$ cat config.mk
export PLATFORM = sky130hd
export DESIGN_NAME = iterative_divider
export DESIGN_NICKNAME = d
export VERILOG_FILES = /design/src/rtl/iterative_divider.sv
export SDC_FILE = /design/constraint.sdc
export NUM_CORES = 1
export LEC_CHECK = 0
export BUFFER_PORTS_ARGS = -buffer_cell sky130_fd_sc_hd__buf_2
export CORE_MARGIN = 4
export CORE_UTILIZATION = 60
export CTS_CLUSTER_SIZE = 30
export DETAILED_ROUTE_END_ITERATION = 8
export GPL_ROUTABILITY_DRIVEN = 0
export HOLD_SLACK_MARGIN = 0.08
export PLACE_DENSITY = 0.91
export RECOVER_POWER = 25
export SLEW_MARGIN = 25
export SYNTH_ARGS = -nofsm -noshare
export SYNTH_HDL_FRONTEND = slang
export SYNTH_SLANG_ARGS = --single-unit
$ cat constraint.sdc
create_clock -name clk_i -period 8.2 [get_ports clk_i]
set_input_delay 0.82 -clock clk_i [delete_from_list [all_inputs] [get_ports clk_i]]
set_output_delay 0.82 -clock clk_i [all_outputs]
set_load 0.02 [all_outputs]
$ cat src/rtl/iterative_divider.sv
// iterative_divider: restoring shift-and-subtract divider, one quotient bit per clock.
// Define ITERATIVE_DIVIDER_SIGNED_EN to honour signed_i (DIV); otherwise every operation is unsigned.
module iterative_divider #(
   parameter int width = 32
) (
   input  logic             clk_i,
   input  logic             rst_i,
   input  logic             start_i,
   input  logic             signed_i,
   input  logic [width-1:0] dividend_i,
   input  logic [width-1:0] divisor_i,
   output logic             busy_o,
   output logic             done_o,
   output logic [width-1:0] quotient_o,
   output logic [width-1:0] remainder_o
);
   localparam int CW = $clog2(width);
   typedef enum logic [1:0] {IDLE, RUN, FIX, DONE} state_t;
   state_t           r_state, w_next;
   logic [CW-1:0]    r_cnt;
   logic [width-1:0] r_rem, r_quo, r_dvs, r_quotient, r_remainder;
   logic             r_div0;
   logic             w_accept;
   logic [width-1:0] w_dnd_mag, w_dvs_mag, w_q_fix, w_r_fix;
   logic [width:0]   w_shift, w_diff;
   assign w_accept = start_i && (r_state == IDLE || r_state == DONE);
   assign w_shift  = {r_rem, r_quo[width-1]};
   // Top bit of the width+1 difference is the borrow: set when the divisor does not fit.
   assign w_diff   = w_shift - {1'b0, r_dvs};
`ifdef ITERATIVE_DIVIDER_SIGNED_EN
   logic r_qneg, r_rneg, r_ovf;
   logic w_dnd_neg, w_dvs_neg, w_ovf;
   assign w_dnd_neg = signed_i & dividend_i[width-1];
   assign w_dvs_neg = signed_i & divisor_i[width-1];
   assign w_dnd_mag = w_dnd_neg ? -dividend_i : dividend_i;
   assign w_dvs_mag = w_dvs_neg ? -divisor_i : divisor_i;
   assign w_ovf     = w_dnd_neg && dividend_i[width-2:0] == '0 && divisor_i == '1;
   assign w_q_fix   = r_ovf ? {1'b1, {(width-1){1'b0}}} : r_qneg ? -r_quo : r_quo;
   assign w_r_fix   = r_ovf ? '0 : (r_rneg && r_rem != '0) ? -r_rem : r_rem;
   always_ff @(posedge clk_i or negedge rst_i) begin
      if (!rst_i) begin
         r_qneg <= 1'b0;
         r_rneg <= 1'b0;
         r_ovf  <= 1'b0;
      end else if (w_accept) begin
         r_qneg <= w_dnd_neg ^ w_dvs_neg;
         r_rneg <= w_dnd_neg;
         r_ovf  <= w_ovf;
      end
   end
`else
   logic w_unused_signed;
   assign w_unused_signed = signed_i;
   assign w_dnd_mag = dividend_i;
   assign w_dvs_mag = divisor_i;
   assign w_q_fix   = r_quo;
   assign w_r_fix   = r_rem;
`endif
   always_ff @(posedge clk_i or negedge rst_i) begin
      if (!rst_i) r_state <= IDLE;
      else        r_state <= w_next;
   end
   always_comb begin
      w_next = r_state;
      case (r_state)
         IDLE:    w_next = start_i ? RUN : IDLE;
         RUN:     w_next = (r_cnt == '0) ? FIX : RUN;
         FIX:     w_next = DONE;
         DONE:    w_next = start_i ? RUN : IDLE;
         default: w_next = IDLE;
      endcase
   end
   // A zero divisor leaves the dividend magnitude in r_rem, so the sign fix restores the original dividend.
   always_ff @(posedge clk_i or negedge rst_i) begin
      if (!rst_i) begin
         r_cnt       <= '0;
         r_rem       <= '0;
         r_quo       <= '0;
         r_dvs       <= '0;
         r_div0      <= 1'b0;
         r_quotient  <= '0;
         r_remainder <= '0;
      end else if (w_accept) begin
         r_cnt  <= CW'(width - 1);
         r_rem  <= '0;
         r_quo  <= w_dnd_mag;
         r_dvs  <= w_dvs_mag;
         r_div0 <= divisor_i == '0;
      end else if (r_state == RUN) begin
         r_cnt <= r_cnt - 1'b1;
         r_rem <= w_diff[width] ? w_shift[width-1:0] : w_diff[width-1:0];
         r_quo <= {r_quo[width-2:0], ~w_diff[width]};
      end else if (r_state == FIX) begin
         r_quotient  <= r_div0 ? '1 : w_q_fix;
         r_remainder <= w_r_fix;
      end
   end
   assign busy_o      = r_state == RUN || r_state == FIX;
   assign done_o      = r_state == DONE;
   assign quotient_o  = r_quotient;
   assign remainder_o = r_remainder;
endmodule

* After elaboration in Yosys (flattened, before gate mapping)
Cells that the tools add are included.
** Storage, ports and cells
- Flip-flop bits (word level) :: 168
- Input port bits :: 68
- Output and inout port bits :: 66
- Word-level logic and storage cells :: 36
** Operators by class
- $add $sub $neg :: 2
- Equal/unequal tests :: 3
- Multiplexer cells :: 11
- Bitwise gates (word level) :: 3
- Reductions and logical operators :: 9
** Operators by type and width (count)
- two-way mux 32 bit :: 6
- subtractor 33 x 32 -> 33 bit :: 1
- zero test 32 bit :: 1
- two-way mux 5 bit :: 2
- case mux 2 bit (3 select lines) :: 1
- zero test 5 bit :: 1
- subtractor 5 x 1 -> 5 bit (second input constant) :: 1
- equality test 2 bit (second input constant) :: 2
- NOT 1 bit :: 3
- AND reduction 3 bit :: 1
- equality test 2 x 1 -> 1 bit (second input constant) :: 1
- zero test 2 bit :: 1
- logical OR 1 bit :: 2
- two-way mux 2 bit :: 1
- nonzero test 2 bit :: 1
- OR reduction 2 bit :: 1
- logical AND 1 bit :: 1
- two-way mux 1 bit :: 1

* Logic depth before layout (Yosys ltp)
- Word-level depth :: 5
- Depth in mapped cells :: 14
- Gate-level depth less buffers :: 12

* Worst setup path after synthesis
OpenSTA, ideal clock, no wires.
- Path type :: register to register
- Start point :: register r_quo[31]
- End point :: register r_rem[0]
- Library setup time :: 120 ps
- Data arrival time :: 2735 ps
- Required time :: 8080 ps
- Path slack :: 5345 ps
- Stages on the path, launching flop included :: 14
- Buffers on the path :: 1
- Period minus slack after synthesis :: 2855 ps
- Path through :: dfrtp_1 -> inv_1 -> ha_1 -> inv_1 -> fa_1 -> a211oi_1 -> o21ai_1 -> o21ai_1 -> a21oi_1 -> a211o_4 -> xor2_1 -> buf_2 -> nand2_1 -> a31o_2
** On the way
- Cells in the longest elaborated chain, start to end :: 4
** RTL lines
- start: declaration :: RTL line 21 : logic [width-1:0] r_rem, r_quo, r_dvs, r_quotient, r_remainder;
- start signal: assignment :: RTL line 86 : r_quo <= w_dnd_mag;
- start signal: assignment :: RTL line 92 : r_quo <= {r_quo[width-2:0], ~w_diff[width]};
- subtractor 33 x 32 -> 33 bit :: RTL line 29 : assign w_diff = w_shift - {1'b0, r_dvs};
- two-way mux 32 bit (*) :: RTL line 91 : r_rem <= w_diff[width] ? w_shift[width-1:0] : w_diff[width-1:0];
- two-way mux 32 bit (*) :: RTL line 89 : end else if (r_state == RUN) begin
- two-way mux 32 bit (*) :: RTL line 83 : end else if (w_accept) begin
- end signal: assignment :: RTL line 91
- end: declaration :: RTL line 21
Mark *: on every way between the ends. The rest lies on a longest branch, timed or not. The select of a mux whose other input is x is not followed.
A chain may end at the register's enable or synchronous reset.

* Worst setup path in the final report
- Start point :: register r_quo[31]
- End point :: register r_rem[15]
** On the way
- Cells in the longest elaborated chain, start to end :: 4
** RTL lines (RTL line)
- subtractor 33 x 32 -> 33 bit :: 29
- two-way mux 32 bit :: 91
- two-way mux 32 bit :: 89
- two-way mux 32 bit :: 83
Every way passes these cells. The select of a mux whose other input is x is not followed.

==> results.yml <==
synth:
  synth-adder-area-share: 0.0536
  ys_types: 61
  synth.area.mux_share: 0.0800
  async_flop_share: 1.00
  synth_top_family_by_area: "compound AO/OA/AOI/OAI gates"
  synth_top_flop_cell: "dfrtp_1"
  seq_area_frac_synth: 0.467
  syn_area_per_cell_um2: 9.22
  synth_cells: 977
  synth-xor-area-share: 0.0271
  syn-num-nets: 1083
  ys_ff_latch: 168
  yosys.area_share.simple: 0.143
  syn-cell-area_um2: 9010
  ys_warn_count: 0
  synth_edf_count: 0
  synth_compound_area_frac: 0.181
hold_path:
  hp-class: "primary input to async pin"
placed_design:
  hpwl_um: 14500
  portBuffers: 132
  dp.cells: 1239
  dp_slack_ns: 4.34
die:
  die_h_um: 131
  num_io_pins: 134
  die_area_um2: 17000
  start_util: 0.615
  core_area_um2: 14600
  rows: 44
  fp.dieW_um: 131
worst_setup_path:
  startpoint: "r_quo[31]"
  r2r_cells: 12
  required_ns: 8.54
  reg2reg_slack_ns: 4.22
  startpoint_type: "flip-flop"
  critPathCaptureType: "flip-flop"
  rr_endpoint: "r_rem[15]"
  r2r-start: "r_quo[31]"
  cp_max_fo: 30
  cp_data_arrival_time_ns: 4.32
  path_class: "flip-flop to flip-flop"
timing:
  fin_ws_ns: 4.22
  relSlewSlack: -0.536
  finalMaxSlewViolations: 51
  finalClockSkew_ns: 0.00958
  rsz0062_at_grt: "no"
  period_minus_slack_ns: 3.98
  setup_viol: 0
  fmax_mhz: 251
  worst_pin_slew_ns: 2.30
  post-route-period-util: 0.485
  tns_ns: 0
  hold_slack_ns: 0.493
  final-hold-violation-count: 0
detailed_routing:
  drtIter0Drc: 653
  route.vias.total: 7735
  drcViolationCount: 0
  postRouteAntennaNets: 0
  firstDrtPassIters: 6
  vias_per_cell: 6.09
  wl_per_cell_um: 17.5
  routed_wl_um: 22300
power_and_ir_drop:
  switching_share: 0.456
  power.total_w: 0.00507
  seq_power_share: 0.274
  powerDensity_nw_per_um2: 490
  leakage_nw: 5.15
  p_clk_frac: 0.162
  peakVddDrop_mv: 0.277
  comb_power_share: 0.565
  p_switching_w: 0.00231
  power.internal_w: 0.00276
cts:
  clk_path_buf_depth: 2
  post_cts_buffers: 0
  cts_hold_buf: 0
  tritoncts: "done"
  clockRootBuffer: "clkbuf_16"
  clk_pin_slew_ns: 0.07
  cts_made_buffers: 17
  cts_sinks: 168
  ctsResizeCount: 0
  cts_max_level: 4
  insertion_delay_ns: 0.43
layout:
  layout-drive-gt1-share: 0.195
  final_cell_mix: "167 x dfrtp_1, 143 x nand2_1, 131 x buf_2"
  mostFrequentLayoutCell: "dfrtp_1"
  nets: 1180
  n_antenna_cell: 0
  area_growth_pct: 14.7
  fin_cells: 1271
run_status:
  outcome: "finished, violations left"
  violations: "max-capacitance violations, max-slew violations"
global_routing:
  grt_pass1_vias: 7461
  grt_max_degree: 99
  grt_overflow: 0
  grt_pass1_wl_um: 36200
  antenna_found_initial: 0
  grtUsageTotal: 0.267
flow_run:
  cap_viol_max_count: 1
worst max path at each step:
stage	end	slack, ns	cells after the start
6_report	r_rem[15]	4.22	12
5_1_grt	r_rem[15]	3.89	12
4_1_cts	r_rem[15]	4.31	12
3_5_place_dp	r_rem[15]	4.34	12
3_3_place_gp	r_rem[28]	4.40	12
2_1_floorplan	r_rem[0]	5.35	13
Yosys cell counts, types with 3 or more instances:
library cell	n	area (um2)
and3_1	3	18.8
nand2_1	143	537
o2111ai_1	3	26.3
nand4_1	9	56.3
nor3_1	11	55.1
a211oi_1	3	22.5
nor4b_1	3	26.3
ha_1	37	463
a31oi_1	30	188
o21ai_0	110	551
xor2_1	12	105
nand3_1	13	65.1
o211ai_1	4	30.0
o21a_1	5	37.5
nor2b_1	5	31.3
a21oi_1	65	325
o21ai_1	4	20.0
inv_1	50	188
o31ai_1	4	30.0
o31a_1	3	26.3
or3_1	3	18.8
nand3b_1	4	30.0
buf_1	6	22.5
mux2i_1	36	360
clkbuf_1	43	161
nor2_1	75	282
a41oi_1	5	43.8
nor4_1	9	56.3
nor3b_1	6	45.0
mux2_2	32	360
buf_2	8	40.0
a21o_1	15	113
xnor2_1	14	123
dfrtp_1	168	4200
power by group through the flow:
stage / Clock, W / Combinational (W) / Sequential, W
final: 0.000819 / 0.00286 / 0.00139
after global routing: 0.000869 / 0.00317 / 0.00142
after CTS: 0.000828 / 0.00281 / 0.00138
after detailed placement: 0 / 0.00274 / 0.00139
after global placement: 0 / 0.00264 / 0.00137
after floorplan: 0 / 0.00215 / 0.00138
critical path, stage by stage, from the launching register on:
cell	delay, ns
dfrtp_1	0.41
inv_1	0.12
ha_1	0.17
inv_1	0.05
fa_1	0.41
a211oi_1	0.25
o21ai_1	0.19
o21ai_1	0.35
a21oi_1	0.14
a211o_4	0.38
xor2_4	0.79
nand2_1	0.36
o21ai_0	0.25
through the flow:
| stage | area, um2 | utilization |
|---|---|---|
| 2_1_floorplan | 9010 | - |
| 3_3_place_gp | 9740 | 0.665 |
| 3_5_place_dp | 9750 | 0.665 |
| 4_1_cts | 10300 | 0.707 |
| 5_1_grt | 10300 | 0.706 |
| 6_report | 10300 | 0.706 |
cells by family after synthesis:
kind of cell,after synthesis
compound gates,273
xor+xnor,27
mux,68
buf+inv,110
fa+ha+maj,38
flops,168
simple gates,293
sequential cells by signal, summed over array words and instances, names as in the netlist:
register / flops
quotient_o: 32
r_dvs: 32
r_quo: 32
r_rem: 32
remainder_o: 32
r_cnt: 5
r_state: 2
r_div0: 1
layout make-up:
| cell class | count | area (um2) |
|---|---|---|
| clock buffers | 18 | 429 |
| clock inverters | 14 | 171 |
| fillers | 1112 | 4310 |
| inverters | 50 | 188 |
| multi-input cells | 699 | 4400 |
| flip-flops and latches | 168 | 4210 |
| well taps | 184 | 230 |
| repair buffers | 138 | 716 |
layer usage:
metal,global-route usage,part of all wire
met1,0.354,0.42
met2,0.438,0.49
met3,0.0419,0.056
met4,0.117,0.034
met5,0,0
(Power assumes the default switching activity.)
